File: config.mk
export PLATFORM = sky130hd
export DESIGN_NAME = rr_trace_marshaller2_flat
export DESIGN_NICKNAME = d
export VERILOG_FILES = /design/src/rtl/rr_trace_marshaller2_pkg.sv /design/src/rtl/rr_trace_marshaller2_if.sv /design/src/rtl/rr_trace_marshaller2_fifo.sv /design/src/rtl/rr_trace_marshaller2.sv /design/src/flat_wrapper.sv
export SDC_FILE = /design/constraint.sdc
export NUM_CORES = 1
export LEC_CHECK = 0
export CORE_ASPECT_RATIO = 0.8
export CORE_MARGIN = 4
export CORE_UTILIZATION = 53
export DETAILED_ROUTE_END_ITERATION = 6
export PLACE_DENSITY_LB_ADDON = 0.15
export SYNTH_ARGS = -nofsm -noshare
export SYNTH_HDL_FRONTEND = slang
export SYNTH_SLANG_ARGS = --single-unit
File: constraint.sdc
create_clock -name clk -period 19.9 [get_ports clk]
set_input_delay 2.985 -clock clk [delete_from_list [all_inputs] [get_ports clk]]
set_output_delay 2.985 -clock clk [all_outputs]
set_load 0.005 [all_outputs]
File: src/rtl/rr_trace_marshaller2_pkg.sv
// rr_pkg: shared channel-width constants and the width-sum helper for the marshaller tree
package rr_pkg;
  localparam int RR_CHANNEL_WIDTH_BITS = 8;
  localparam int RR_MAX_CH = 16;
  typedef logic [RR_MAX_CH-1:0][RR_CHANNEL_WIDTH_BITS-1:0] rr_widths_t;
  typedef logic [RR_MAX_CH-1:0] rr_mask_t;
  function automatic int unsigned rr_sum_widths(input rr_widths_t w, input rr_mask_t m);
    int unsigned s;
    s = 0;
    for (int i = 0; i < RR_MAX_CH; i++)
      if (m[i]) s += 32'(w[i]);
    return s;
  endfunction
endpackage

File: src/rtl/rr_trace_marshaller2_if.sv
// rr_trace_marshaller2_if: child A/B input fields, parent output stream and status flags
interface rr_trace_marshaller2_if #(
  parameter int LEFT_CNT = 2,
  parameter int RIGHT_CNT = 2,
  parameter int LEFT_W = 24,
  parameter int RIGHT_W = 36,
  parameter int LOGE_A_CNT = 2,
  parameter int LOGE_B_CNT = 2
);
  localparam int DATA_W = LEFT_W + RIGHT_W;
  logic a_valid;
  logic [LEFT_CNT-1:0] a_logb_valid;
  logic [LEFT_W-1:0] a_logb_data;
  logic [LOGE_A_CNT-1:0] a_loge_valid;
  logic b_valid;
  logic [RIGHT_CNT-1:0] b_logb_valid;
  logic [RIGHT_W-1:0] b_logb_data;
  logic [LOGE_B_CNT-1:0] b_loge_valid;
  logic almful;
  logic out_valid;
  logic out_ready;
  logic [LEFT_CNT+RIGHT_CNT-1:0] out_logb_valid;
  logic [LOGE_A_CNT+LOGE_B_CNT-1:0] out_loge_valid;
  logic [DATA_W-1:0] out_logb_data;
  logic mismatch_err;
  logic overflow_err;
  modport master (
    output a_valid, a_logb_valid, a_logb_data, a_loge_valid,
    output b_valid, b_logb_valid, b_logb_data, b_loge_valid, out_ready,
    input almful, out_valid, out_logb_valid, out_loge_valid, out_logb_data, mismatch_err, overflow_err
  );
  modport slave (
    input a_valid, a_logb_valid, a_logb_data, a_loge_valid,
    input b_valid, b_logb_valid, b_logb_data, b_loge_valid, out_ready,
    output almful, out_valid, out_logb_valid, out_loge_valid, out_logb_data, mismatch_err, overflow_err
  );
endinterface

File: src/rtl/rr_trace_marshaller2_fifo.sv
// rr_marshal_fifo: first-word fall-through FIFO with occupancy count and registered almost-full
module rr_marshal_fifo #(
  parameter int WIDTH = 8,
  parameter int DEPTH = 8,
  parameter int SLACK = 3,
  localparam int AW = $clog2(DEPTH),
  localparam int CW = AW + 1
)(
  input  logic clk,
  input  logic rst,
  input  logic push,
  input  logic [WIDTH-1:0] din,
  input  logic pop,
  output logic [WIDTH-1:0] dout,
  output logic valid,
  output logic [CW-1:0] count,
  output logic almful
);
  logic [WIDTH-1:0] mem [DEPTH];
  logic [AW-1:0] rd, wr;
  logic do_pop, do_push;
  logic [CW-1:0] count_nxt;
  assign valid = count != '0;
  assign dout = mem[rd];
  assign do_pop = pop & valid;
  // a full FIFO still accepts a write when the head leaves in the same cycle
  assign do_push = push & (count != CW'(DEPTH) | do_pop);
  assign count_nxt = count + CW'(do_push) - CW'(do_pop);
  always_ff @(posedge clk or posedge rst)
    if (rst) begin
      rd <= '0;
      wr <= '0;
      count <= '0;
      almful <= 1'b0;
    end else begin
      rd <= rd + AW'(do_pop);
      wr <= wr + AW'(do_push);
      count <= count_nxt;
      almful <= count_nxt >= CW'(DEPTH - SLACK);
    end
  always_ff @(posedge clk)
    if (do_push) mem[wr] <= din;
endmodule

File: src/rtl/rr_trace_marshaller2.sv
// rr_trace_marshaller2: joins child packets A and B into one compacted packet through a 2-stage pipe and output FIFO
module rr_trace_marshaller2
  import rr_pkg::*;
#(
  parameter int LEFT_CNT = 2,
  parameter int RIGHT_CNT = 2,
  parameter logic [LEFT_CNT+RIGHT_CNT-1:0][RR_CHANNEL_WIDTH_BITS-1:0] CHANNEL_WIDTHS = {8'd4, 8'd32, 8'd8, 8'd16},
  parameter int LOGE_A_CNT = 2,
  parameter int LOGE_B_CNT = 2,
  parameter int FIFO_DEPTH = 8,
  parameter int ALMFUL_SLACK = 3
)(
  input logic clk,
  input logic rst,
  rr_trace_marshaller2_if.slave bus
);
  localparam int CH = LEFT_CNT + RIGHT_CNT;
  localparam rr_widths_t WPAD = rr_widths_t'(CHANNEL_WIDTHS);
  localparam int LEFT_W = rr_sum_widths(WPAD, rr_mask_t'((1 << LEFT_CNT) - 1));
  localparam int RIGHT_W = rr_sum_widths(WPAD, rr_mask_t'(((1 << CH) - 1) ^ ((1 << LEFT_CNT) - 1)));
  localparam int DATA_W = LEFT_W + RIGHT_W;
  localparam int LEN_W = $clog2(LEFT_W + 1);
  localparam int LE_W = LOGE_A_CNT + LOGE_B_CNT;
  localparam int WORD_W = LE_W + CH + DATA_W;
  localparam int CW = $clog2(FIFO_DEPTH) + 1;
  logic s1_valid, s2_valid, mismatch_q, overflow_q, ovf, fifo_valid;
  logic [LEFT_CNT-1:0] s1_alv;
  logic [LEFT_W-1:0] s1_ad;
  logic [LOGE_A_CNT-1:0] s1_ale;
  logic [RIGHT_CNT-1:0] s1_blv;
  logic [RIGHT_W-1:0] s1_bd;
  logic [LOGE_B_CNT-1:0] s1_ble;
  logic [LEN_W-1:0] s1_len;
  logic [DATA_W-1:0] packed_data;
  logic [WORD_W-1:0] s2_word, fifo_dout;
  logic [CW-1:0] fifo_count;
  always_ff @(posedge clk or posedge rst)
    if (rst) begin
      s1_valid <= 1'b0;
      s2_valid <= 1'b0;
      mismatch_q <= 1'b0;
      overflow_q <= 1'b0;
    end else begin
      s1_valid <= bus.a_valid | bus.b_valid;
      s2_valid <= s1_valid;
      mismatch_q <= mismatch_q | (bus.a_valid ^ bus.b_valid);
      overflow_q <= overflow_q | ovf;
    end
  // an absent side of a mismatched beat contributes nothing
  always_ff @(posedge clk) begin
    s1_alv <= bus.a_valid ? bus.a_logb_valid : '0;
    s1_ad <= bus.a_valid ? bus.a_logb_data : '0;
    s1_ale <= bus.a_valid ? bus.a_loge_valid : '0;
    s1_blv <= bus.b_valid ? bus.b_logb_valid : '0;
    s1_bd <= bus.b_valid ? bus.b_logb_data : '0;
    s1_ble <= bus.b_valid ? bus.b_loge_valid : '0;
    s1_len <= bus.a_valid ? LEN_W'(rr_sum_widths(WPAD, rr_mask_t'(bus.a_logb_valid))) : '0;
    s2_word <= {s1_ble, s1_ale, s1_blv, s1_alv, packed_data};
  end
  assign packed_data = DATA_W'(s1_ad & ~({LEFT_W{1'b1}} << s1_len)) | (DATA_W'(s1_bd) << s1_len);
  // when full the head is always valid, so the pop side is just out_ready
  assign ovf = s2_valid & (fifo_count == CW'(FIFO_DEPTH)) & ~bus.out_ready;
  rr_marshal_fifo #(
    .WIDTH(WORD_W),
    .DEPTH(FIFO_DEPTH),
    .SLACK(ALMFUL_SLACK)
  ) u_fifo (
    .clk(clk),
    .rst(rst),
    .push(s2_valid),
    .din(s2_word),
    .pop(bus.out_ready),
    .dout(fifo_dout),
    .valid(fifo_valid),
    .count(fifo_count),
    .almful(bus.almful)
  );
  assign bus.out_valid = fifo_valid;
  assign {bus.out_loge_valid, bus.out_logb_valid, bus.out_logb_data} = fifo_valid ? fifo_dout : '0;
  assign bus.mismatch_err = mismatch_q;
  assign bus.overflow_err = overflow_q;
endmodule

File: src/flat_wrapper.sv
// flat-port wrapper written by rule: the top's interface ports become plain ports
module rr_trace_marshaller2_flat import rr_pkg::*;
#(
  parameter int LEFT_CNT = 2,
  parameter int RIGHT_CNT = 2,
  parameter logic [LEFT_CNT+RIGHT_CNT-1:0][RR_CHANNEL_WIDTH_BITS-1:0] CHANNEL_WIDTHS = {8'd4, 8'd32, 8'd8, 8'd16},
  parameter int LOGE_A_CNT = 2,
  parameter int LOGE_B_CNT = 2,
  parameter int FIFO_DEPTH = 8,
  parameter int ALMFUL_SLACK = 3
)
  (clk, rst, bus_a_valid, bus_a_logb_valid, bus_a_logb_data, bus_a_loge_valid, bus_b_valid, bus_b_logb_valid, bus_b_logb_data, bus_b_loge_valid, bus_out_ready, bus_almful, bus_out_valid, bus_out_logb_valid, bus_out_loge_valid, bus_out_logb_data, bus_mismatch_err, bus_overflow_err);
  rr_trace_marshaller2_if #(.LEFT_CNT(LEFT_CNT), .RIGHT_CNT(RIGHT_CNT), .LEFT_W(24), .RIGHT_W(36), .LOGE_A_CNT(LOGE_A_CNT), .LOGE_B_CNT(LOGE_B_CNT)) bus_i ();
  input logic clk;
  input logic rst;
  input wire logic [$bits(bus_i.a_valid)-1:0] bus_a_valid;
  input wire logic [$bits(bus_i.a_logb_valid)-1:0] bus_a_logb_valid;
  input wire logic [$bits(bus_i.a_logb_data)-1:0] bus_a_logb_data;
  input wire logic [$bits(bus_i.a_loge_valid)-1:0] bus_a_loge_valid;
  input wire logic [$bits(bus_i.b_valid)-1:0] bus_b_valid;
  input wire logic [$bits(bus_i.b_logb_valid)-1:0] bus_b_logb_valid;
  input wire logic [$bits(bus_i.b_logb_data)-1:0] bus_b_logb_data;
  input wire logic [$bits(bus_i.b_loge_valid)-1:0] bus_b_loge_valid;
  input wire logic [$bits(bus_i.out_ready)-1:0] bus_out_ready;
  output wire logic [$bits(bus_i.almful)-1:0] bus_almful;
  output wire logic [$bits(bus_i.out_valid)-1:0] bus_out_valid;
  output wire logic [$bits(bus_i.out_logb_valid)-1:0] bus_out_logb_valid;
  output wire logic [$bits(bus_i.out_loge_valid)-1:0] bus_out_loge_valid;
  output wire logic [$bits(bus_i.out_logb_data)-1:0] bus_out_logb_data;
  output wire logic [$bits(bus_i.mismatch_err)-1:0] bus_mismatch_err;
  output wire logic [$bits(bus_i.overflow_err)-1:0] bus_overflow_err;
  assign bus_i.a_valid = bus_a_valid;
  assign bus_i.a_logb_valid = bus_a_logb_valid;
  assign bus_i.a_logb_data = bus_a_logb_data;
  assign bus_i.a_loge_valid = bus_a_loge_valid;
  assign bus_i.b_valid = bus_b_valid;
  assign bus_i.b_logb_valid = bus_b_logb_valid;
  assign bus_i.b_logb_data = bus_b_logb_data;
  assign bus_i.b_loge_valid = bus_b_loge_valid;
  assign bus_i.out_ready = bus_out_ready;
  assign bus_almful = bus_i.almful;
  assign bus_out_valid = bus_i.out_valid;
  assign bus_out_logb_valid = bus_i.out_logb_valid;
  assign bus_out_loge_valid = bus_i.out_loge_valid;
  assign bus_out_logb_data = bus_i.out_logb_data;
  assign bus_mismatch_err = bus_i.mismatch_err;
  assign bus_overflow_err = bus_i.overflow_err;
  rr_trace_marshaller2 #(.LEFT_CNT(LEFT_CNT), .RIGHT_CNT(RIGHT_CNT), .CHANNEL_WIDTHS(CHANNEL_WIDTHS), .LOGE_A_CNT(LOGE_A_CNT), .LOGE_B_CNT(LOGE_B_CNT), .FIFO_DEPTH(FIFO_DEPTH), .ALMFUL_SLACK(ALMFUL_SLACK)) u_core (.clk(clk), .rst(rst), .bus(bus_i));
endmodule
==> impl_metrics.py <==
metrics = {
    "status": {
        "status": "finished, final reports clean",
    },
    "die": {
        "fp.dieW_um": 252,
        "num_rows": 71,
        "dieArea_sq_um": 51300,
        "num_io_pins": 145,
        "initial_core_util_pct": 53.7,
        "die_h_um": 203,
        "core_area_sq_um": 47100,
    },
    "global_routing": {
        "grt_pass1_wl_um": 81000,
        "grt_max_degree": 107,
        "grt_overflow": 0,
        "grtUsageTotal_pct": 21.5,
        "grt_antenna_before_repair": 4,
        "grt_pass1_vias": 12358,
    },
    "pwr": {
        "power_leakage_uw": 0.0100,
        "seqPwrFrac_pct": 43.6,
        "p_comb_share_pct": 29.1,
        "ir_drop_mv": 0.128,
        "p_switching_uw": 1270,
        "power_frac_clock_pct": 27.2,
        "p_total_uw": 4570,
        "power.density_nw_per_um2": 155,
        "internal-power_uw": 3300,
        "switching_share_pct": 27.8,
    },
    "yosys": {
        "synth_cell_types": 37,
        "synth-seq-area-share_pct": 76.9,
        "synth_fa_ha_area_share_pct": 0.574,
        "syn_inst": 1214,
        "ys.flop_type": "edfxtp_1",
        "ys_ff_latch": 696,
        "async_flop_share_pct": 2.16,
        "yosys.area_share.simple_pct": 2.92,
        "synthMuxAreaShare_pct": 14.8,
        "syn_nets": 1298,
        "syn_area_per_cell_sq_um": 20.8,
        "synth-compound-area-share_pct": 3.13,
        "yosysWarningCount": 0,
        "synth-xor-area-share_pct": 0.139,
        "synth_edf_count": 544,
        "synth_area_sq_um": 25300,
        "synth_top_family_by_area": "multiplexers",
    },
    "placed_design": {
        "port_buffers": 144,
        "dp_hpwl_um": 29700,
        "post-place-ws_ns": 13.49,
        "globalplace.congestion": 0.735,
    },
    "clock_network": {
        "cts-root-buf": "clkbuf_16",
        "cts-buffers-inserted": 66,
        "insertion_delay_ns": 0.59,
        "cts_num_sinks": 696,
        "cts_tree": "built",
        "cts_hold_buf": 0,
        "clock_path_buffers": 3,
        "cts_setup_buffers": 0,
        "h-tree-depth": 3,
        "cts_resized": 0,
        "clkTransAtPathRegs_ns": 0.06,
    },
    "finish": {
        "nets": 1465,
        "utilization_pct": 62.8,
        "final_cell_mix": "edfxtp_1 (544), clkdlybuf4s50_1 (143), mux4_2 (136)",
        "layout_commonest_cell": "edfxtp_1",
        "nFillCells": 3275,
        "multiInputGateArea_sq_um": 5500,
        "regArea_sq_um": 19500,
        "drive_gt1_share_pct": 19.9,
        "area_growth_pct": 16.9,
    },
    "route": {
        "drtAntennaViolNets": 0,
        "vias": 11993,
        "drt_iter0_drc": 935,
        "wl_um": 54500,
        "avgRoutedWirePerCell_um": 26.5,
        "dr.pass1.iters": 5,
        "viasPerCell": 5.84,
        "drcViolationCount": 0,
    },
    "timing": {
        "rsz0062_at_grt": "false",
        "min_period_ns": 6.66,
        "finalHoldViolCount": 0,
        "slew_viol_final": 0,
        "slew_headroom_pct": 22.7,
        "final-setup-viol-count": 0,
        "setup_ws_ns": 13.24,
        "worstMarginPinSlew_ns": 1.16,
        "fin_tns_setup_ns": 0,
        "fin_crit_sh_pct": 33.5,
        "max_freq_mhz": 150,
        "final.setup_skew_ns": 0.0216,
    },
    "critical_path": {
        "cp-start-kind": "register",
        "required_ns": 16.91,
        "end_kind": "output pin",
        "worst-setup-path-type": "register to output pin",
        "cp_data_arrival_time_ns": 3.67,
        "path_max_fanout": 106,
    },
    "job": {
        "drv_cap": 0,
    },
    "hold_path": {
        "hold_class": "register to register",
    },
}
routing by layer:
layer | up-vias | routed length [um] | global-route usage [%]
li1 | 5218 | - | -
met1 | 6310 | 23900 | 31.9
met2 | 401 | 25800 | 33.3
met3 | 64 | 3790 | 4.68
met4 | 0 | 1010 | 5.46
met5 | - | 0 | 0
critical path: stages, from the launching register on:
cell             delay [ns]
dfrtp_4                0.87
buf_12                 0.73
mux4_2                 0.60
a22o_1                 0.33
clkdlybuf4s50_1        0.49
kinds of logic (layout without fill, tap and decap cells):
kind of cell,Yosys count,after routing
DFF,696,696
and+or+nand+nor,126,126
adders and majority gates,11,11
AOI/OAI and AO/OA,100,100
other,0,1
xor gates and xnor gates,4,4
muxes,201,201
buffers and inverters,76,296
per-stage QoR:
| stage | cells | area [sq um] | hold slack, ns |
|---|---|---|---|
| after floorplan | 1214 | 25300 | 0.310 |
| after global routing | 2054 | 29600 | 0.334 |
| after CTS | 2054 | 29600 | 0.329 |
| after detailed placement | 1933 | 27400 | 0.314 |
| final | 2055 | 29600 | 0.327 |
| after global placement | 1933 | 27400 | 0.312 |
worst paths after layout:
path | start | end | slack [ns] | cells after the start
max reg2reg | u_core.u_fifo.count[2]$_DFF_PP0_ | u_core.u_fifo.mem[1][24]$_DFFE_PP_ | 16.48 | 6
min in group asynchronous | rst | u_core.u_fifo.count[0]$_DFF_PP0_ | 2.78 | 2
max in group asynchronous | rst | u_core.u_fifo.rd[0]$_DFF_PP0_ | 16.66 | 2
min | u_core.s1_ble[0]$_SDFF_PN0_ | u_core.s2_word[66]$_DFF_P_ | 0.33 | 0
min reg2reg | u_core.s1_ble[0]$_SDFF_PN0_ | u_core.s2_word[66]$_DFF_P_ | 0.33 | 0
max | u_core.u_fifo.rd[0]$_DFF_PP0_ | bus_out_logb_data[27] | 13.24 | 4
synthesized netlist by cell type, types with 2 or more instances:
library cell | count | area (sq um)
dfxtp_1 | 137 | 2740
xor2_1 | 4 | 35.0
mux2i_1 | 49 | 490
o21ai_0 | 10 | 50.1
nor3_1 | 4 | 20.0
buf_1 | 4 | 15.0
nor2_1 | 11 | 41.3
and2_1 | 70 | 438
inv_1 | 8 | 30.0
nor2b_1 | 11 | 68.8
and3_1 | 8 | 50.1
or2_2 | 2 | 12.5
mux4_2 | 136 | 3060
nand2b_1 | 3 | 18.8
dfrtp_1 | 15 | 375
a21oi_1 | 10 | 50.1
buf_2 | 24 | 120
buf_6 | 8 | 90.1
clkbuf_1 | 28 | 105
ha_1 | 10 | 125
buf_4 | 4 | 30.0
mux2_2 | 16 | 180
nand2_1 | 11 | 41.3
a22o_1 | 75 | 657
edfxtp_1 | 544 | 16300
power groups by stage:
stage / registers (uW) / logic [uW] / clock network (uW)
after detailed placement: 2030 / 1360 / 0
after floorplan: 1990 / 817 / 0
after CTS: 2000 / 1360 / 1270
after global placement: 2010 / 1350 / 0
after global routing: 2020 / 1420 / 1330
final: 1990 / 1330 / 1250
cell type report:
type	instances	area share [%]
Sequential cell	696	65.8
Multi-Input combinational cell	442	18.6
Clock buffer	110	6.91
Timing Repair Buffer	167	5.48
Tap cell	620	2.62
Clock inverter	11	0.444
Inverter	8	0.102
Antenna cell	1	0.00846
state kept, by name, summed over array words and instances, names as in the netlist:
register	cells
u_core.s1_bd	36
u_core.bus.mismatch_err	1
u_core.u_fifo.wr	3
u_core.u_fifo.rd	3
u_core.s2_valid	1
u_core.s1_ble	2
u_core.s1_ad	24
u_core.bus.overflow_err	1
u_core.s1_len	1
u_core.s1_valid	1
u_core.u_fifo.count	4
u_core.u_fifo.almful	1
u_core.s1_alv	2
u_core.u_fifo.mem	544
u_core.s1_ale	2
u_core.s2_word	68
u_core.s1_blv	2
Power figures use the tool's default switching activity.
